===== src/rtl/manual_signal_pkg.sv =====
// Shared types and constants for the manual tail-light controller:
// mode encoding, 7-segment glyphs and the sequential turn pattern.
package manual_signal_pkg;

   typedef enum logic [2:0] {
      IDLE,
      HAZARD,
      TURN_L,
      TURN_R,
      BRAKE,
      BRAKE_TURN_L,
      BRAKE_TURN_R
   } modeT;

   // Active-low segments, bit 7 is the decimal point (kept off).
   localparam logic [7:0] SEG_HAZARD = 8'h89;
   localparam logic [7:0] SEG_TURN_L = 8'hC7;
   localparam logic [7:0] SEG_TURN_R = 8'hAF;
   localparam logic [7:0] SEG_BRAKE  = 8'h83;
   localparam logic [7:0] SEG_IDLE   = 8'hBF;
   localparam logic [7:0] SEG_BLANK  = 8'hFF;

   // Lamps fill outward from the innermost one (bit 0) as phase grows.
   function automatic logic [2:0] turnPattern(input logic [1:0] phase);
      logic [2:0] pat;
      case (phase)
         2'd0:    pat = 3'b000;
         2'd1:    pat = 3'b001;
         2'd2:    pat = 3'b011;
         default: pat = 3'b111;
      endcase
      return pat;
   endfunction

endpackage


===== src/rtl/manual_tick_gen.sv =====
// Animation prescaler: counts 0..TICK_DIV-1 and emits a one-cycle tick
// on the terminal count. A synchronous clear restarts the count at 0.
module manual_tick_gen #(
   parameter int TICK_DIV = 2_500_000
) (
   input  logic clk,
   input  logic reset,
   input  logic clear,
   output logic tick
);

   localparam int CNT_W = (TICK_DIV > 1) ? $clog2(TICK_DIV) : 1;
   localparam logic [CNT_W-1:0] LAST = CNT_W'(TICK_DIV - 1);

   logic [CNT_W-1:0] countReg;

   assign tick = (countReg == LAST);

   always_ff @(posedge clk) begin
      if (reset || clear) begin
         countReg <= '0;
      end else if (tick) begin
         countReg <= '0;
      end else begin
         countReg <= countReg + CNT_W'(1);
      end
   end

endmodule


===== src/rtl/manual_signal_ctrl.sv =====
// Manual-mode tail-light controller: switch decode, turn animation, LED bar
// and mode letter on HEX0 (decoder present only with MANUAL_SIGNAL_CTRL_HEX_EN).
module manual_signal_ctrl
   import manual_signal_pkg::*;
#(
   parameter int TICK_DIV = 2_500_000
) (
   input  logic       ADC_CLK_10,
   input  logic       reset,
   input  logic [1:0] KEY,
   input  logic [9:0] SW,
   output logic [9:0] LEDR,
   output logic [7:0] HEX0
);

   modeT       modeReg;
   modeT       modeNext;
   logic       modeChange;
   logic       tick;
   logic [1:0] phaseReg;
   logic [1:0] phaseNext;
   logic [2:0] pat;
   logic [9:0] ledReg;
   logic [9:0] ledNext;
   logic       unusedInputs;

   assign unusedInputs = ^{KEY[0], SW[9:3]};

   always_comb begin
      modeNext = IDLE;
      if (SW[0]) begin
         modeNext = HAZARD;
      end else if (SW[2]) begin
         if (SW[1]) begin
            modeNext = KEY[1] ? BRAKE_TURN_L : BRAKE_TURN_R;
         end else begin
            modeNext = BRAKE;
         end
      end else if (SW[1]) begin
         modeNext = KEY[1] ? TURN_L : TURN_R;
      end
   end

   assign modeChange = (modeNext != modeReg);

   manual_tick_gen #(
      .TICK_DIV (TICK_DIV)
   ) u_tick_gen (
      .clk   (ADC_CLK_10),
      .reset (reset),
      .clear (modeChange),
      .tick  (tick)
   );

   // A new mode always restarts its animation from the dark phase.
   always_comb begin
      phaseNext = phaseReg;
      if (modeChange) begin
         phaseNext = 2'd0;
      end else if (tick) begin
         phaseNext = phaseReg + 2'd1;
      end
   end

   // Outputs are computed from the values the state is about to take, so the
   // registered LEDR always matches the registered mode and phase.
   always_comb begin
      pat     = turnPattern(phaseNext);
      ledNext = '0;
      case (modeNext)
         HAZARD:       ledNext = {10{phaseNext[0]}};
         TURN_L:       ledNext = {pat, 7'b0};
         TURN_R:       ledNext = {7'b0, pat};
         BRAKE:        ledNext = '1;
         BRAKE_TURN_L: ledNext = {pat, 7'h7F};
         BRAKE_TURN_R: ledNext = {7'h7F, pat};
         default:      ledNext = '0;
      endcase
   end

   always_ff @(posedge ADC_CLK_10) begin
      if (reset) begin
         modeReg  <= IDLE;
         phaseReg <= 2'd0;
         ledReg   <= '0;
      end else begin
         modeReg  <= modeNext;
         phaseReg <= phaseNext;
         ledReg   <= ledNext;
      end
   end

   assign LEDR = ledReg;

`ifdef MANUAL_SIGNAL_CTRL_HEX_EN
   logic [7:0] hexReg;
   logic [7:0] hexNext;

   always_comb begin
      hexNext = SEG_IDLE;
      case (modeNext)
         HAZARD:                            hexNext = SEG_HAZARD;
         TURN_L:                            hexNext = SEG_TURN_L;
         TURN_R:                            hexNext = SEG_TURN_R;
         BRAKE, BRAKE_TURN_L, BRAKE_TURN_R: hexNext = SEG_BRAKE;
         default:                           hexNext = SEG_IDLE;
      endcase
   end

   always_ff @(posedge ADC_CLK_10) begin
      if (reset) begin
         hexReg <= SEG_BLANK;
      end else begin
         hexReg <= hexNext;
      end
   end

   assign HEX0 = hexReg;
`else
   assign HEX0 = SEG_BLANK;
`endif

endmodule


===== config.mk =====
export PLATFORM = sky130hd
export DESIGN_NAME = manual_signal_ctrl
export DESIGN_NICKNAME = d
export VERILOG_FILES = /design/src/rtl/manual_signal_pkg.sv /design/src/rtl/manual_tick_gen.sv /design/src/rtl/manual_signal_ctrl.sv
export SDC_FILE = /design/constraint.sdc
export NUM_CORES = 1
export LEC_CHECK = 0
export BUFFER_PORTS_ARGS = -buffer_cell sky130_fd_sc_hd__buf_4
export CAP_MARGIN = 20
export CELL_PAD_IN_SITES_DETAIL_PLACEMENT = 0
export CELL_PAD_IN_SITES_GLOBAL_PLACEMENT = 1
export CORE_MARGIN = 2
export CORE_UTILIZATION = 46
export CTS_BUF_LIST = sky130_fd_sc_hd__clkbuf_4
export DETAILED_ROUTE_END_ITERATION = 6
export PLACE_DENSITY = 0.94
export SLEW_MARGIN = 20
export SYNTH_ARGS = -nofsm -noshare
export SYNTH_HDL_FRONTEND = slang
export SYNTH_SLANG_ARGS = --single-unit

===== constraint.sdc =====
create_clock -name ADC_CLK_10 -period 5.1 [get_ports ADC_CLK_10]
set_input_delay 1.02 -clock ADC_CLK_10 [delete_from_list [all_inputs] [get_ports ADC_CLK_10]]
set_output_delay 1.02 -clock ADC_CLK_10 [all_outputs]
set_load 0.01 [all_outputs]

# After elaboration in Yosys (flattened, before gate mapping)
# Cells that the tools add are included.
[classes] n_mux=10 n_eq_ne=10 n_addsub=2 reduce_logical=3
[op_table] operator="one-hot mux 10 bit (6 select lines)" n=1
[op_table] operator="adder 22 x 1 -> 22 bit (second input constant)" n=1
[op_table] operator="== test 22 bit (second input constant)" n=1
[op_table] operator="two-way mux 2 bit" n=5
[op_table] operator="== test 3 bit (second input constant)" n=3
[op_table] operator="one-hot mux 3 bit (3 select lines)" n=1
[op_table] operator="== test 3 x 2 -> 1 bit (second input constant)" n=2
[op_table] operator="two-way mux 3 bit" n=2
[op_table] operator="== test 3 x 1 -> 1 bit (second input constant)" n=1
[op_table] operator="inequality test 3 bit" n=1
[op_table] operator="adder 2 x 1 -> 2 bit (second input constant)" n=1
[op_table] operator="== test 2 x 1 -> 1 bit (second input constant)" n=1
[op_table] operator="== test 2 bit (second input constant)" n=1
[op_table] operator="zero test 2 bit" n=1
[op_table] operator="OR reduction 2 bit" n=1
[op_table] operator="logical OR 1 bit" n=1
[op_table] operator="two-way mux 1 bit" n=1
[totals] ff_bits=37 in_bits=14 elab_cells=29 output_inout_bits=18

# Logic depth before layout (Yosys ltp)
# Gate-level depths: netlist of run 1.
[depth] word_depth=9 ltp_mapped=8 ltp_nobuf=7

# Modules after synthesis
# A second synthesis of run 1 with hierarchy kept.
[unflattened] cells_unflattened=200 hier_area_um2=1775.5
[modules_own_cells] module="manual_tick_gen" instances=1 area_each_um2=1089.8 seq_area_each_um2=440.4 cells_per_inst=123
[modules_own_cells] module="manual_signal_ctrl" instances=1 area_each_um2=685.7 seq_area_each_um2=240.2 cells_per_inst=77

# Least setup slack after synthesis of run 1
# No wires, ideal clock.
[synth_timing] path_type="input-to-reg" startpoint="input SW[2]" endpoint="register ledReg[9], in the netlist LEDR[9]" t_arrival_ps=2437 required_time_ps=5031 n_path_buf=1 setup_ps=69 setup_slack_ps=2594 cell_stages=7 cell_sequence="buf_4 or2_2 o22ai_1 a22o_2 nand2_4 or4_1 o21ai_1"
[synth_via] elab_chain_cells=7 word_cells_on_any_way=15 classes_between="eq/ne (9); mux (5); reduce/logical (1)"
[synth_lines] element="start, declared" line_no="manual_signal_ctrl.sv:11" text="input logic [9:0] SW,"
[synth_lines] element="two-way mux 3 bit (*)" line_no="manual_signal_ctrl.sv:33" text="end else if (SW[2]) begin"
[synth_lines] element="two-way mux 3 bit (*)" line_no="manual_signal_ctrl.sv:31" text="if (SW[0]) begin"
[synth_lines] element="inequality test 3 bit" line_no="manual_signal_ctrl.sv:44" text="assign modeChange = (modeNext != modeReg);"
[synth_lines] element="two-way mux 2 bit" line_no="manual_signal_ctrl.sv:58" text="if (modeChange) begin"
[synth_lines] element="== test 2 bit, or another cell as far along" line_no="manual_signal_pkg.sv:26" text="case (phase)"
[synth_lines] element="one-hot mux 3 bit (3 select lines)" line_no="manual_signal_pkg.sv:26"
[synth_lines] element="one-hot mux 10 bit (6 select lines) (*)" line_no="manual_signal_ctrl.sv:70" text="case (modeNext)"
[synth_lines] element="end signal, assigned" line_no="manual_signal_ctrl.sv:89" text="ledReg <= ledNext;"
[synth_lines] element="end, declared" line_no="manual_signal_ctrl.sv:23" text="logic [9:0] ledReg;"
# Mark *: on every way between the ends. The rest lies on a longest branch, timed or not.
# A chain may end at the register's enable or synchronous reset.

# Worst setup path after layout of run 1
[layout_timing] startpoint="input SW[0]" endpoint="register u_tick_gen.countReg[20]"
[layout_via] elab_chain_cells=4
[layout_lines] element="two-way mux 3 bit" line_no="manual_signal_ctrl.sv:31"
[layout_lines] element="inequality test 3 bit" line_no="manual_signal_ctrl.sv:44"
[layout_lines] element="logical OR 1 bit" line_no="manual_tick_gen.sv:20" text="if (reset || clear) begin"
[layout_lines] element="OR reduction 2 bit (no line)"
[layout_lines] element="end signal, assigned" line_no="manual_tick_gen.sv:25" text="countReg <= countReg + CNT_W'(1);"
[layout_lines] element="end, declared" line_no="manual_tick_gen.sv:15" text="logic [CNT_W-1:0] countReg;"
# No other way between the ends.

==> metrics.md, run 1 <==
| Metric | Value |
|---|---|
| Initial DRC count | 60 |
| WP data required | between 5 and 6 ns |
| Core footprint | 0.003416 mm2 |
| Final max-slew violation count | 0 |
| Top-count cell post-synth | dfxtp_1 |
| DR WL/cell | 11.35 um |
| First-pass GRT wire length | 4.995 mm |
| Hold WS | between 0.4 and 0.5 ns |
| Placed Cells | 244 |
| Tightest Hold Check Type | reg -> reg |
| Post-synth EDFFs | 0 |
| # clock sinks | 34 |
| Setup bufs post-CTS | 0 |
| Starting Density | 49.34% |
| CTS Buffer Depth | 2 |
| Yosys top cell by area | dfxtp_1 |
| Register Area | 680.7 um2 |
| Worst setup EP type | flip-flop |
| Share of layout cells above drive strength 1 | 18.45% |
| Die H | 64.53 um |
| Synth Warn # | 0 |
| Final setup vio count | 0 |
| Final ANT Viol Nets | 0 |
| Run status | completed |
| Clock insertion delay at the later pin of the skew report | 0.34 ns |
| Routed WL | 2.860 mm |
| Commonest register cell after synthesis | dfxtp_1 |
| Die ar. | 0.004164 mm2 |
| Vias | ~1300 |
| Post-CTS resize count | 0 |
| CP Max Fanout | 21 |
| Hold_buf cts | 0 |
| Max Clock Skew | 0.004512 ns |
| H-Tree Depth | 2 |
| Yosys cell types | 49 |
| IO Count | 32 |
| Setup TNS | 0 ns |
| Crit path launch type | input port |
| Synth top area share | 40.39% |
| CTS tree | built |
| Post-Syn Instances | approximately 190 |
| Synth async-reset ratio | 0% |
| #FFs+latches synth | 34 |
| Synth area leaders | dfxtp_1 (40%), xor2_1 (8.3%), nor2_1 (6.9%), buf_4 (5.3%), xnor2_1 (4.2%) |
| Total gr overflow | 0 |
| Period utilization | a little under half |
| 1st-pass router iterations | 4 |
| Setup Crit Path Kind | in -> reg |
| Pwr Total | 451.2 uW |
| Worst-path clk slew | 0.10 ns |
| Synth-to-layout area growth | 7.795% |
| Cts bufs inserted | 5 |
| DP HPWL | between 2 and 2.5 mm |
| Largest net degree at the start of global routing | 22 |
| PwrDens | 248.3 mW/mm2 |
| Worst Path Arrival | 2.70 ns |
| Die Width | 64.53 um |
| Cell row count | 21 |
| Final Hold Viols | 0 |
| Multi-input logic area | 893.4 um2 |
| Layout fillers | approximately 350 |
| Sequential area share after synthesis | 40.39% |
| Total of max-cap violations | 0 |
| RSZ-0062 raised after global routing | no |
| Root Buffer | clkbuf_4 |
| Syn Area/Cell | 8.778 um2 |
| Final Core Density | 53.19% |
| Worst VDD drop | 0.0001727 V |
| Initial antenna violation count | 0 |
| Via density | between 4 and 5 |
| Vias in the first global route | 1121 |
| Min Tclk post-route | 2.429 ns |
| Port bufs | 15 |
| Routability cong. | between 0.7 and 0.8 |
| Synth cell count leaders | dfxtp_1 (34), nor2_1 (31), xor2_1 (16) |
| Post-Layout Cell Count | between 200 and 300 |
| Overall track demand over capacity in global routing | 15.42% |
| Fmax achieved | 0.4117 GHz |
| ANT cells | 0 |
| Synth Cell Area | 0.001685 mm2 |
| Lkg Pwr | about 0.00067 uW |
| Final net count | 220 |
| Drc violations | 0 |
[final timing paths]
path                                        endpoint  slack, ns                              start  cells past startpoint
setup / recovery  u_tick_gen.countReg[20]$_SDFF_PP0_       2.67                              SW[0]                      7
hold reg to reg    u_tick_gen.countReg[0]$_SDFF_PP0_       0.48  u_tick_gen.countReg[0]$_SDFF_PP0_                      1
hold / removal     u_tick_gen.countReg[0]$_SDFF_PP0_       0.48  u_tick_gen.countReg[0]$_SDFF_PP0_                      1
setup reg to reg                  LEDR[8]$_SDFF_PP0_       2.92  u_tick_gen.countReg[0]$_SDFF_PP0_                      7
[stage by stage]
step / setup slack [ns] / instance area [um2]
2_1_floorplan: 2.594 / 1712
4_1_cts: 2.688 / 1817
3_5_place_dp: 2.336 / 1763
3_3_place_gp: 2.342 / 1763
5_1_grt: 2.496 / 1817
6_report: 2.671 / 1817
[where the power goes]
part | internal [uW] | switching [uW] | leakage [uW]
clock | 57.0 | 86.6 | 0.0000331
combinational | 14.6 | 21.6 | 0.000364
sequential | 269 | 2.16 | 0.000275
total | 341 | 110 | 0.000672
[cell type report]
| class | count | area share [%] |
|---|---|---|
| tap | 46 | 3.168 |
| inverter | 5 | 1.033 |
| multi-input combinational | 144 | 49.17 |
| clock inverter | 2 | 0.4821 |
| sequential | 34 | 37.47 |
| timing repair buffer | 15 | 6.198 |
| clock buffer | 6 | 2.479 |
[state kept, by name, indices dropped and copies added (netlist names)]
| signal | flops |
|---|---|
| phaseReg | 2 |
| LEDR | 7 |
| u_tick_gen.countReg | 22 |
| modeReg | 3 |
[metal layers]
| layer | share of wire [%] | track usage, % | up-vias |
|---|---|---|---|
| li1 | - | - | 662 |
| met1 | 52 | 21.11 | 555 |
| met2 | 40 | 22.27 | 28 |
| met3 | 5.3 | 5.556 | 6 |
| met4 | 1.8 | 5.585 | 0 |
| met5 | 0 | 0 | - |
[placed cells by master, fill, tap and decap left out, drive strengths merged, types with 2 or more instances in the layout]
cell / synthesis / routed
clkinv: 0 / 2
and2: 2 / 2
nand4: 4 / 4
nor4b: 2 / 2
buf: 15 / 15
xnor2: 8 / 8
or3: 2 / 2
nor3: 5 / 5
xor2: 16 / 16
and4: 3 / 3
nor2: 32 / 32
conb: 1 / 8
nand2: 14 / 14
nor2b: 4 / 4
or2: 4 / 4
dfxtp: 34 / 34
inv: 5 / 5
clkbuf: 1 / 6
o22ai: 2 / 2
a21oi: 4 / 4
o21ai: 2 / 2
nand3: 12 / 12
[critical path, stage by stage]
cell     delay [ns]
buf_4          0.15
nor2b_1        0.28
nand2_1        0.10
xor2_1         0.29
nand3_1        0.22
or2_2          0.50
nor2_1         0.15
[cell families after synthesis]
| kind of cell | Yosys count | synth area share [%] |
|---|---|---|
| compound gates | 16 | 6.682 |
| xor+xnor | 24 | 12.47 |
| fa+ha+maj | 1 | 0.7423 |
| buf+inv | 21 | 8.166 |
| flops | 34 | 40.39 |
| mux | 1 | 0.5939 |
| other cells | 1 | 0.2225 |
| simple gates | 94 | 30.74 |
Note: power is estimated with default switching activity, not from simulation.
==> run 2: changes to the inputs <==
--- a/config.mk
+++ b/config.mk
@@ -10,10 +10,10 @@
 export CELL_PAD_IN_SITES_DETAIL_PLACEMENT = 0
 export CELL_PAD_IN_SITES_GLOBAL_PLACEMENT = 1
 export CORE_MARGIN = 2
-export CORE_UTILIZATION = 46
+export CORE_UTILIZATION = 38
 export CTS_BUF_LIST = sky130_fd_sc_hd__clkbuf_4
 export DETAILED_ROUTE_END_ITERATION = 6
-export PLACE_DENSITY = 0.94
+export PLACE_DENSITY = 0.84
 export SLEW_MARGIN = 20
 export SYNTH_ARGS = -nofsm -noshare
 export SYNTH_HDL_FRONTEND = slang
==> constraint.sdc (replaced) <==
create_clock -name ADC_CLK_10 -period 2 [get_ports ADC_CLK_10]
set_input_delay 0.4 -clock ADC_CLK_10 [delete_from_list [all_inputs] [get_ports ADC_CLK_10]]
set_output_delay 0.4 -clock ADC_CLK_10 [all_outputs]
set_load 0.01 [all_outputs]
==> run 2 against run 1 <==
  * Final cell count is 12% higher
  * Routed wire length rose by 11%
  * Global-route usage fell by 1.4 points
  * Critical endpoint is now LEDR[9]$_SDFF_PP0_
  * Largest power group unchanged
  * Highest routed layer unchanged
==> metrics.md, run 2 (synthesis gave the netlist of run 1 again) <==
| Metric | Value |
|---|---|
| WP data required | 2.26 ns (-3.12 ns) |
| Layout fillers | 443 (+25%) |
| Worst reg2reg path depth | 7 (unchanged) |
| Die H | 70.60 um (+9.4%) |
| Total gr overflow | 0 (unchanged) |
| Hold WS | 0.2631 ns (-0.2197 ns) |
| CTS tree | built |
| Initial DRC count | 62 (+3.3%) |
| RSZ-0062 raised after global routing | yes |
| Commonest non-fill, non-tap cell in the layout | buf_4 |
| Crit path launch type | flip-flop |
| DP HPWL | 2.225 mm (+8.4%) |
| Final setup vio count | 0 (unchanged) |
| Share of layout cells above drive strength 1 | 32.17% (+14 points) |
| Vias | 1351 (+8.0%) |
| Cts bufs inserted | 5 (unchanged) |
| PwrDens | 619.5 mW/mm2 (+150%) |
| Worst path max stage delay | 0.53 ns (+0.03 ns) |
| Cell chain of the critical path | ha_4, nand4_4, or3_4, nor2_4, xnor2_2, or4_4, o21ai_1 |
| ANT cells | 0 (unchanged) |
| Hold_buf cts | 0 (unchanged) |
| Port bufs | 15 (unchanged) |
| Hold depth | 2 (+1) |
| Overall track demand over capacity in global routing | 14.00% (-1.4 points) |
| CP top delay family | simple AND/OR/NAND/NOR gates |
| Vias in the first global route | 1275 (+14%) |
| H-Tree Depth | 2 (unchanged) |
| Final Hold Viols | 0 (unchanged) |
| Routed WL | 3.166 mm (+11%) |
| Die Width | 70.60 um (+9.4%) |
| Worst setup EP type | flip-flop |
| Initial antenna violation count | 0 (unchanged) |
| Setup Crit Path Kind | reg -> reg |
| Worst-path clk slew | 0.11 ns (about the same) |
| Total of max-cap violations | 0 (unchanged) |
| First-pass GRT wire length | 5.547 mm (+11%) |
| Reg2Reg Capture Point | LEDR[9]$_SDFF_PP0_ |
| Run status | completed |
| Period utilization | 98.65% |
| Lkg Pwr | 0.0008236 uW (+23%) |
| Hold EP | modeReg[0]$_SDFF_PP0_ |
| Max Clock Skew | 0.01463 ns (+0.01012 ns) |
| Root Buffer | clkbuf_4 |
| Via density | 4.791 (-3.5%) |
| CP Buf/Inv Count | 0 (-1) |
| Routability cong. | 0.7260 (-9.1%) |
| Die ar. | 0.004984 mm2 (+20%) |
| CP Depth | 7 (unchanged) |
| Worst Path Arrival | 2.24 ns (-0.46 ns) |
| Core footprint | 0.004324 mm2 (+27%) |
| Largest net degree at the start of global routing | 22 (unchanged) |
| 1st-pass router iterations | 4 (unchanged) |
| IO Count | 32 (unchanged) |
| Final max-slew violation count | 0 (unchanged) |
| Worst hold start | reset |
| Synth-to-layout area growth | 24.20% |
| Cell row count | 24 (+14%) |
| Drc violations | 0 (unchanged) |
| Clock insertion delay at the later pin of the skew report | 0.34 ns (about the same) |
| R2r setup slk | 0.03 ns (-2.89 ns) |
| Pwr Total | 1297 uW (+190%) |
| Final net count | 244 (+11%) |
| Biggest register | u_tick_gen.countReg |
| Worst R2R Start | u_tick_gen.countReg[0]$_SDFF_PP0_ |
| CTS Buffer Depth | 2 (unchanged) |
| Max reg flops | 22 (unchanged) |
| Tightest Hold Check Type | in -> reg |
| Min Tclk post-route | 1.973 ns |
| Fmax achieved | 0.5068 GHz |
| CP Max Fanout | 4 (-81%) |
| Final ANT Viol Nets | 0 (unchanged) |
| CP max stage cell | or4_4 |
| Starting Density | 38.98% (-10 points) |
| DR WL/cell | 11.23 um (-1.1%) |
| Worst VDD drop | 0.0004932 V (+190%) |
| # clock sinks | 34 (unchanged) |
| Most frequent cells in the layout | buf_4 (39), dfxtp_1 (32), nor2_1 (31) |
## run 2: cell count changes in the layout (fill, tap and decap cells not counted), sizes merged
cell	delta
bufinv	+1
buf	+24
clkbuf	-1
## run 2: what timing repair did
item	in CTS	in global routing
pin swaps	1	3
setup buffers	0	1
resized for setup	2	11
endpoints found under the setup margin	7	28
## run 2: layer usage
metal  routed length (um)  up-vias  share of wire, %  GRT usage, %
met5                    0        -                 0             0
met4                   66        0               2.1         7.547
met3                  114        5               3.6         3.561
met2                 1449       22                46         21.70
met1                 1535      621                48         17.96
li1                     -      703                 -             -
## run 2: per-stage QoR
step / std cells / setup WS (ns) / util [%] / TNS [ns] / area [um2]
6_report: 282 / 0.02701 / 48.41 / 0 / 2093
5_1_grt: 282 / -0.04749 / 48.41 / -0.1633 / 2093
4_1_cts: 281 / 0.002855 / 46.82 / 0 / 2024
3_5_place_dp: 273 / -0.03465 / 44.94 / -0.6422 / 1943
3_3_place_gp: 273 / -0.03027 / 44.94 / -0.4372 / 1943
2_1_floorplan: 199 / 0.001496 / - / 0 / 1712
## run 2: cell type report
type	instances	area, um2	area share [%]
Tap cell	52	65.06	3.108
Clock buffer	5	37.54	1.793
Timing Repair Buffer	39	292.8	13.99
Clock inverter	3	40.04	1.913
Multi-Input combinational cell	144	955.9	45.67
Sequential cell	34	683.2	32.64
Inverter	5	18.77	0.8966
## run 2: worst register-to-register path: stages, from the launching register on
cell and delay [ns]:
dfxtp_2 0.37, ha_4 0.16, nand4_4 0.11, or3_4 0.37, nor2_4 0.12, xnor2_2 0.10
or4_4 0.53, o21ai_1 0.15
## run 2: worst max path at each step
stage	end	slack, ns	start
after global routing	LEDR[9]$_SDFF_PP0_	-0.05	u_tick_gen.countReg[0]$_SDFF_PP0_
after floorplan	LEDR[9]$_SDFF_PP0_	0.001	u_tick_gen.countReg[0]$_SDFF_PP0_
after global placement	LEDR[2]$_SDFF_PP0_	-0.03	u_tick_gen.countReg[0]$_SDFF_PP0_
after CTS	LEDR[9]$_SDFF_PP0_	0.003	u_tick_gen.countReg[6]$_SDFF_PP0_
final	LEDR[9]$_SDFF_PP0_	0.03	u_tick_gen.countReg[0]$_SDFF_PP0_
after detailed placement	u_tick_gen.countReg[17]$_SDFF_PP0_	-0.03	SW[1]
## run 2: power by group
part | total (uW) | leakage (uW) | switching, uW | internal (uW)
clock network | 493 | 0.0000450 | 234 | 259
logic | 111 | 0.000502 | 60.1 | 51.1
registers | 693 | 0.000276 | 5.66 | 687
